## config.mk

```make
export PLATFORM = sky130hd
export DESIGN_NAME = pc_source_unit_flat
export DESIGN_NICKNAME = d
export VERILOG_FILES = /design/src/rtl/pc_source_unit_if.sv /design/src/rtl/pc_source_unit.sv /design/src/flat_wrapper.sv
export SDC_FILE = /design/constraint.sdc
export NUM_CORES = 1
export LEC_CHECK = 0
export BUFFER_PORTS_ARGS = -buffer_cell sky130_fd_sc_hd__buf_2
export CORE_MARGIN = 2
export CORE_UTILIZATION = 25
export CTS_CLUSTER_DIAMETER = 120
export DETAILED_ROUTE_END_ITERATION = 7
export GPL_TIMING_DRIVEN = 0
export SLEW_MARGIN = 15
export SYNTH_ARGS = -nofsm -noshare
export SYNTH_HDL_FRONTEND = slang
export SYNTH_SLANG_ARGS = --single-unit
```

## constraint.sdc

```tcl
create_clock -name clk -period 2.35 [get_ports clk]
set_clock_uncertainty 0.05 [all_clocks]
set_input_delay 0.235 -clock clk [delete_from_list [all_inputs] [get_ports clk]]
set_output_delay 0.235 -clock clk [all_outputs]
set_load 0.01 [all_outputs]
```

## src/rtl/pc_source_unit_if.sv

```systemverilog
// Purpose: bundles the PC-source unit's select/strobe inputs and PC/status outputs.
// Ports (signals):
//   pc_source, src_bus                 next-PC select and packed candidates
//   pc_write, pc_write_cond            unconditional / conditional update strobes
//   zero, branch_ne                    branch condition inputs
//   stall, exc_req, eret               freeze, exception request, exception return
//   pc, pc_mux, epc, in_exc, fault     registered PC, selected source, saved PC, status
// master drives the inputs and observes the outputs; slave is the PC unit itself.
interface pc_source_unit_if #(
   parameter int unsigned WIDTH = 32,
   parameter int unsigned NSRC  = 4,
   parameter int unsigned SELW  = 2
);
   logic [SELW-1:0]       pc_source;
   logic [NSRC*WIDTH-1:0] src_bus;
   logic                  pc_write;
   logic                  pc_write_cond;
   logic                  zero;
   logic                  branch_ne;
   logic                  stall;
   logic                  exc_req;
   logic                  eret;
   logic [WIDTH-1:0]      pc;
   logic [WIDTH-1:0]      pc_mux;
   logic [WIDTH-1:0]      epc;
   logic                  in_exc;
   logic                  fault;

   modport master (
      output pc_source, src_bus, pc_write, pc_write_cond, zero, branch_ne,
             stall, exc_req, eret,
      input  pc, pc_mux, epc, in_exc, fault
   );

   modport slave (
      input  pc_source, src_bus, pc_write, pc_write_cond, zero, branch_ne,
             stall, exc_req, eret,
      output pc, pc_mux, epc, in_exc, fault
   );
endinterface

```

## src/rtl/pc_source_unit.sv

```systemverilog
// Purpose: owns the registered program counter of the multicycle CPU. Selects the next
//   PC from NSRC packed sources, qualifies the update with pc_write / pc_write_cond,
//   and handles stall, exception redirect, misaligned/bad-select trap and ERET.
// Ports:
//   clk    rising-edge clock
//   reset  asynchronous, active-high reset
//   bus    pc_source_unit_if.slave: select, sources, strobes, stall/exc_req/eret in;
//          pc, pc_mux (combinational), epc, in_exc, fault out
module pc_source_unit #(
   parameter int unsigned     WIDTH        = 32,
   parameter int unsigned     NSRC         = 4,
   parameter int unsigned     SELW         = 2,
   parameter logic [WIDTH-1:0] RESET_VECTOR = WIDTH'(32'h0000_0000),
   parameter logic [WIDTH-1:0] EXC_VECTOR   = WIDTH'(32'h0000_0180)
) (
   input  logic              clk,
   input  logic              reset,
   pc_source_unit_if.slave   bus
);

   typedef enum logic {
      S_NORM = 1'b0,
      S_EXC  = 1'b1
   } state_t;

   state_t           state, state_n;
   logic [WIDTH-1:0] pc_q, pc_n;
   logic [WIDTH-1:0] epc_q, epc_n;
   logic             fault_q, fault_n;

   logic [WIDTH-1:0] mux;
   logic             sel_ok;
   logic             take;
   logic             bad;

   // Source select; an out-of-range select yields 0 and is flagged as not ok.
   always_comb begin
      mux    = '0;
      sel_ok = 1'b0;
      for (int unsigned i = 0; i < NSRC; i++) begin
         if (bus.pc_source == SELW'(i)) begin
            mux    = bus.src_bus[i*WIDTH +: WIDTH];
            sel_ok = 1'b1;
         end
      end
   end

   // Update qualification; a taken update to a bad target becomes a trap.
   assign take = bus.pc_write | (bus.pc_write_cond & (bus.zero ^ bus.branch_ne));
   assign bad  = take & (~sel_ok | (mux[1:0] != 2'b00));

   // State register.
   always_ff @(posedge clk or posedge reset) begin
      if (reset) begin
         state   <= S_NORM;
         pc_q    <= RESET_VECTOR;
         epc_q   <= '0;
         fault_q <= 1'b0;
      end else begin
         state   <= state_n;
         pc_q    <= pc_n;
         epc_q   <= epc_n;
         fault_q <= fault_n;
      end
   end

   // Next state: stall > exc_req > eret > take; only the winning request acts.
   always_comb begin
      state_n = state;
      pc_n    = pc_q;
      epc_n   = epc_q;
      fault_n = 1'b0;
      if (!bus.stall) begin
         case (state)
            S_NORM: begin
               if (bus.exc_req) begin
                  pc_n    = EXC_VECTOR;
                  epc_n   = pc_q;
                  state_n = S_EXC;
               end else if (bus.eret) begin
                  // ERET outside a handler is meaningless and blocks lower requests.
                  pc_n = pc_q;
               end else if (bad) begin
                  pc_n    = EXC_VECTOR;
                  epc_n   = pc_q;
                  fault_n = 1'b1;
                  state_n = S_EXC;
               end else if (take) begin
                  pc_n = mux;
               end
            end
            S_EXC: begin
               if (bus.exc_req) begin
                  // No nesting: the request is swallowed and epc kept intact.
                  pc_n = pc_q;
               end else if (bus.eret) begin
                  pc_n    = epc_q;
                  state_n = S_NORM;
               end else if (bad) begin
                  // A trap inside the handler restarts it but keeps the original epc.
                  pc_n    = EXC_VECTOR;
                  fault_n = 1'b1;
               end else if (take) begin
                  pc_n = mux;
               end
            end
            default: state_n = S_NORM;
         endcase
      end
   end

   assign bus.pc     = pc_q;
   assign bus.pc_mux = mux;
   assign bus.epc    = epc_q;
   assign bus.in_exc = (state == S_EXC);
   assign bus.fault  = fault_q;

endmodule

```

## src/flat_wrapper.sv

```systemverilog
// flat-port wrapper written by rule: the top's interface ports become plain ports
module pc_source_unit_flat 
#(
   parameter int unsigned     WIDTH        = 32,
   parameter int unsigned     NSRC         = 4,
   parameter int unsigned     SELW         = 2,
   parameter logic [WIDTH-1:0] RESET_VECTOR = WIDTH'(32'h0000_0000),
   parameter logic [WIDTH-1:0] EXC_VECTOR   = WIDTH'(32'h0000_0180)
)
  (clk, reset, bus_pc_source, bus_src_bus, bus_pc_write, bus_pc_write_cond, bus_zero, bus_branch_ne, bus_stall, bus_exc_req, bus_eret, bus_pc, bus_pc_mux, bus_epc, bus_in_exc, bus_fault);
  pc_source_unit_if #(.WIDTH(WIDTH), .NSRC(NSRC), .SELW(SELW)) bus_i ();
  input  logic clk;
  input  logic reset;
  input wire logic [$bits(bus_i.pc_source)-1:0] bus_pc_source;
  input wire logic [$bits(bus_i.src_bus)-1:0] bus_src_bus;
  input wire logic [$bits(bus_i.pc_write)-1:0] bus_pc_write;
  input wire logic [$bits(bus_i.pc_write_cond)-1:0] bus_pc_write_cond;
  input wire logic [$bits(bus_i.zero)-1:0] bus_zero;
  input wire logic [$bits(bus_i.branch_ne)-1:0] bus_branch_ne;
  input wire logic [$bits(bus_i.stall)-1:0] bus_stall;
  input wire logic [$bits(bus_i.exc_req)-1:0] bus_exc_req;
  input wire logic [$bits(bus_i.eret)-1:0] bus_eret;
  output wire logic [$bits(bus_i.pc)-1:0] bus_pc;
  output wire logic [$bits(bus_i.pc_mux)-1:0] bus_pc_mux;
  output wire logic [$bits(bus_i.epc)-1:0] bus_epc;
  output wire logic [$bits(bus_i.in_exc)-1:0] bus_in_exc;
  output wire logic [$bits(bus_i.fault)-1:0] bus_fault;
  assign bus_i.pc_source = bus_pc_source;
  assign bus_i.src_bus = bus_src_bus;
  assign bus_i.pc_write = bus_pc_write;
  assign bus_i.pc_write_cond = bus_pc_write_cond;
  assign bus_i.zero = bus_zero;
  assign bus_i.branch_ne = bus_branch_ne;
  assign bus_i.stall = bus_stall;
  assign bus_i.exc_req = bus_exc_req;
  assign bus_i.eret = bus_eret;
  assign bus_pc = bus_i.pc;
  assign bus_pc_mux = bus_i.pc_mux;
  assign bus_epc = bus_i.epc;
  assign bus_in_exc = bus_i.in_exc;
  assign bus_fault = bus_i.fault;
  pc_source_unit #(.WIDTH(WIDTH), .NSRC(NSRC), .SELW(SELW), .RESET_VECTOR(RESET_VECTOR), .EXC_VECTOR(EXC_VECTOR)) u_core (.clk(clk), .reset(reset), .bus(bus_i));
endmodule
```

==> flow_summary.yaml <==
sta:
  finalCritPeriodShare_pct: 92.14
  timing.final.crit_period_ps: 2165
  finalSetupTns_ps: 0
  setup_viol: 0
  tightest_slew_ps: 846.0
  max_slew_margin_pct: 43.60
  hold_viol_final: 0
  rsz0062_at_grt: "false"
  slew_viol_final: 0
  max_freq_mhz: 461.8
synthesis:
  synth_xor_area_share_pct: 0.2080
  synth_top_family_by_area: "multiplexers"
  syn_inst: 349
  syn_area_mm2: 0.004210
  ys_types: 31
  synth-adder-area-share_pct: 0
  synth.area.top_cells: "dfrtp_1 (39%), mux4_2 (17%), a221oi_1 (11%), mux2_4 (11%), a21oi_1 (3.8%)"
  synth_top_area_share_pct: 39.23
  ys_ff_latch: 66
  synth_ff_type: "dfrtp_1"
  syn-num-nets: 488
  synth_mux_area_share_pct: 28.59
  synth-compound-area-share_pct: 19.02
  synth_area_leader_cell: "dfrtp_1"
  synth-seq-area-share_pct: 39.23
  yosys_warnings: 0
  postSynth.asyncResetShare_pct: 100.0
  synth_edf_count: 0
  synth.avg_cell_area_um2: 12.06
  yosys.area_share.simple_pct: 7.756
drt:
  routed_wl_mm: 16.10
  drt_pass1_iterations: 5
  drc: 0
  vias_per_cell: 5.211
  first_iter_violations: 264
  wire_per_inst_um: 19.68
  vias: 4263
  ant_nets: 0
critical_path:
  cp.depth: 6
  reg2regPathDepth: 6
  crit_buf_inv: 2
  cp_cell_sequence: "clkbuf_2 -> and2_1 -> clkbuf_1 -> nand2_1 -> a21oi_1 -> a2bb2oi_1"
  cp-start-kind: "flop"
  rr_startpoint: "u_core.bus.in_exc$_DFFE_PP0N_"
  r2r_end: "u_core.bus.pc[2]$_DFFE_PP0P_"
  worstSetupEndpointType: "flop"
  worst_path_max_delay_cell: "and2_1"
  critPathMaxStageDelay_ps: 440
  crit_type: "flop to flop"
  r2r_setup_slack_ps: 180
  worstPathMaxFanout: 10
  worstPathRequired_ps: 2550
  arrival_ps: 2370
  cp_top_family: "buffers and inverters"
global_routing:
  met1_usage_pct: 24.32
  grt_use_met2_pct: 29.66
  grt_first_pass_wirelength_mm: 25.01
  use_met3_pct: 3.741
  grt_pass1_vias: 4386
  antenna_found_initial: 0
  grt_usage_pct: 18.27
  grt_max_degree: 36
  overflow: 0
  grt_busiest_layer: "met2"
clocking:
  cts_tree: "yes"
  cts_root_buf: "clkbuf_16"
  cts_setup_buffers: 0
  clock_latency_ps: 330
  cts_inserted_buffers: 9
  clk_pin_slew_worst_paths_ps: 50
  cts.sink_count: 66
  cts_buffer_depth: 2
  h-tree-depth: 3
power:
  ir_drop_mv: 0.3356
  p_per_area_mw_per_mm2: 946.1
  p_leak_nw: 2.844
finish:
  final_common_cell: "buf_2"
  antenna_cells: 0
  final_cells: 818
  syn2layout_area_growth_pct: 42.76
  fin_nets: 733
  drive_gt1_share_pct: 55.85
  final_cell_mix: "buf_2 (238), dfrtp_1 (66), a221oi_1 (52)"
placed_design:
  place_congestion: 0.7414
  place.port_buffers: 234
  place_inst: 804
  dp_hpwl_mm: 12.37
floorplan:
  die_x_um: 133.8
  start_util_pct: 25.48
  fp.coreArea_mm2: 0.01652
  die-area_mm2: 0.01790
  die_y_um: 133.8
  row_count: 47
  pin_count: 237
worst_hold_path:
  holdCritPathClass: "input port to flop"
  min_path_cells: 2
  min_from: "bus_stall"
  holdPathEnd: "u_core.bus.in_exc$_DFFE_PP0N_"
flow_run:
  maxCapViolCount: 0
outcome:
  status: "complete, no violations"
## area by class of cell
| cell class | instances | area (um^2) |
|---|---|---|
| buffer | 38 | 211.5 |
| clock buffer | 13 | 270.3 |
| clock inverter | 2 | 35.03 |
| fill | 1660 | 10510 |
| inverter | 2 | 10.01 |
| multi-input combinational | 241 | 2356 |
| sequential | 66 | 1652 |
| tap | 220 | 275.3 |
| timing repair buffer | 236 | 1201 |
## cells in the mapped netlist, drive strengths merged, types with 2 or more instances
master and instances:
nand3 29, o21ai 2, a21o 6, nand2 7, buf 10, nor3b 2, a21oi 32, a221oi 52
o221a 2, mux2 32, mux4 32, a32o 2, nor2 27, dfrtp 66, clkbuf 30, inv 2
or3 2, a2bb2oi 5
## where the power goes
part / internal (mW) / switching [mW] / leakage, nW
clock network: 0.901 / 0.491 / 0.152
registers: 1.58 / 0.489 / 0.800
logic: 1.15 / 1.07 / 1.89
total: 3.63 / 2.05 / 2.84
## stage by stage
step                power, mW  worst slack (ps)  area, um^2  hold WS [ps]  util (%)
finish                  5.687             184.8        6011         166.9     36.37
global route            6.041             6.875        6011         166.4     36.37
CTS                     5.745             4.663        6006         129.4     36.34
detailed placement      4.324            -420.4        5679         230.4     34.37
global placement        4.277            -620.8        5657         461.3     34.23
floorplan               3.317             219.3        4210         295.6         -
## metal layers
| metal | wire length (um) | share of wire (%) |
|---|---|---|
| met5 | 0 | 0 |
| met4 | 307 | 1.9 |
| met3 | 1089 | 6.8 |
| met2 | 7770 | 48 |
| met1 | 6931 | 43 |
## sequential cells by signal (all words and copies together), names as in the netlist
| name | count |
|---|---|
| u_core.bus.in_exc | 1 |
| u_core.bus.pc | 32 |
| u_core.bus.fault | 1 |
| u_core.bus.epc | 32 |
## timing repair
action / in CTS / in global routing
gates resized for setup: 6 / 4
hold buffers: 1 / 0
setup endpoints to repair: 33 / 27
hold endpoints to repair: 31 / 0
## cells by family (layout without fill, tap and decap cells)
kind of cell | after synthesis | count (layout)
simple gates | 71 | 71
xor+xnor | 1 | 1
mux | 65 | 65
buf+inv | 42 | 291
flops | 66 | 66
compound gates | 104 | 104
## worst max-delay path by stage
stage / end / slack [ps] / start
after floorplan: u_core.bus.epc[0]$_DFFE_PP0P_ / 220 / bus_pc_source[0]
after global placement: u_core.bus.pc[14]$_DFFE_PP0P_ / -620 / reset
after detailed placement: u_core.bus.pc[0]$_DFFE_PP0P_ / -420 / u_core.bus.in_exc$_DFFE_PP0N_
after CTS: u_core.bus.pc[0]$_DFFE_PP0P_ / 5 / u_core.bus.in_exc$_DFFE_PP0N_
after global routing: u_core.bus.pc[0]$_DFFE_PP0P_ / 7 / u_core.bus.in_exc$_DFFE_PP0N_
final: u_core.bus.pc[2]$_DFFE_PP0P_ / 180 / u_core.bus.in_exc$_DFFE_PP0N_
Note: power is estimated with default switching activity, not from simulation.
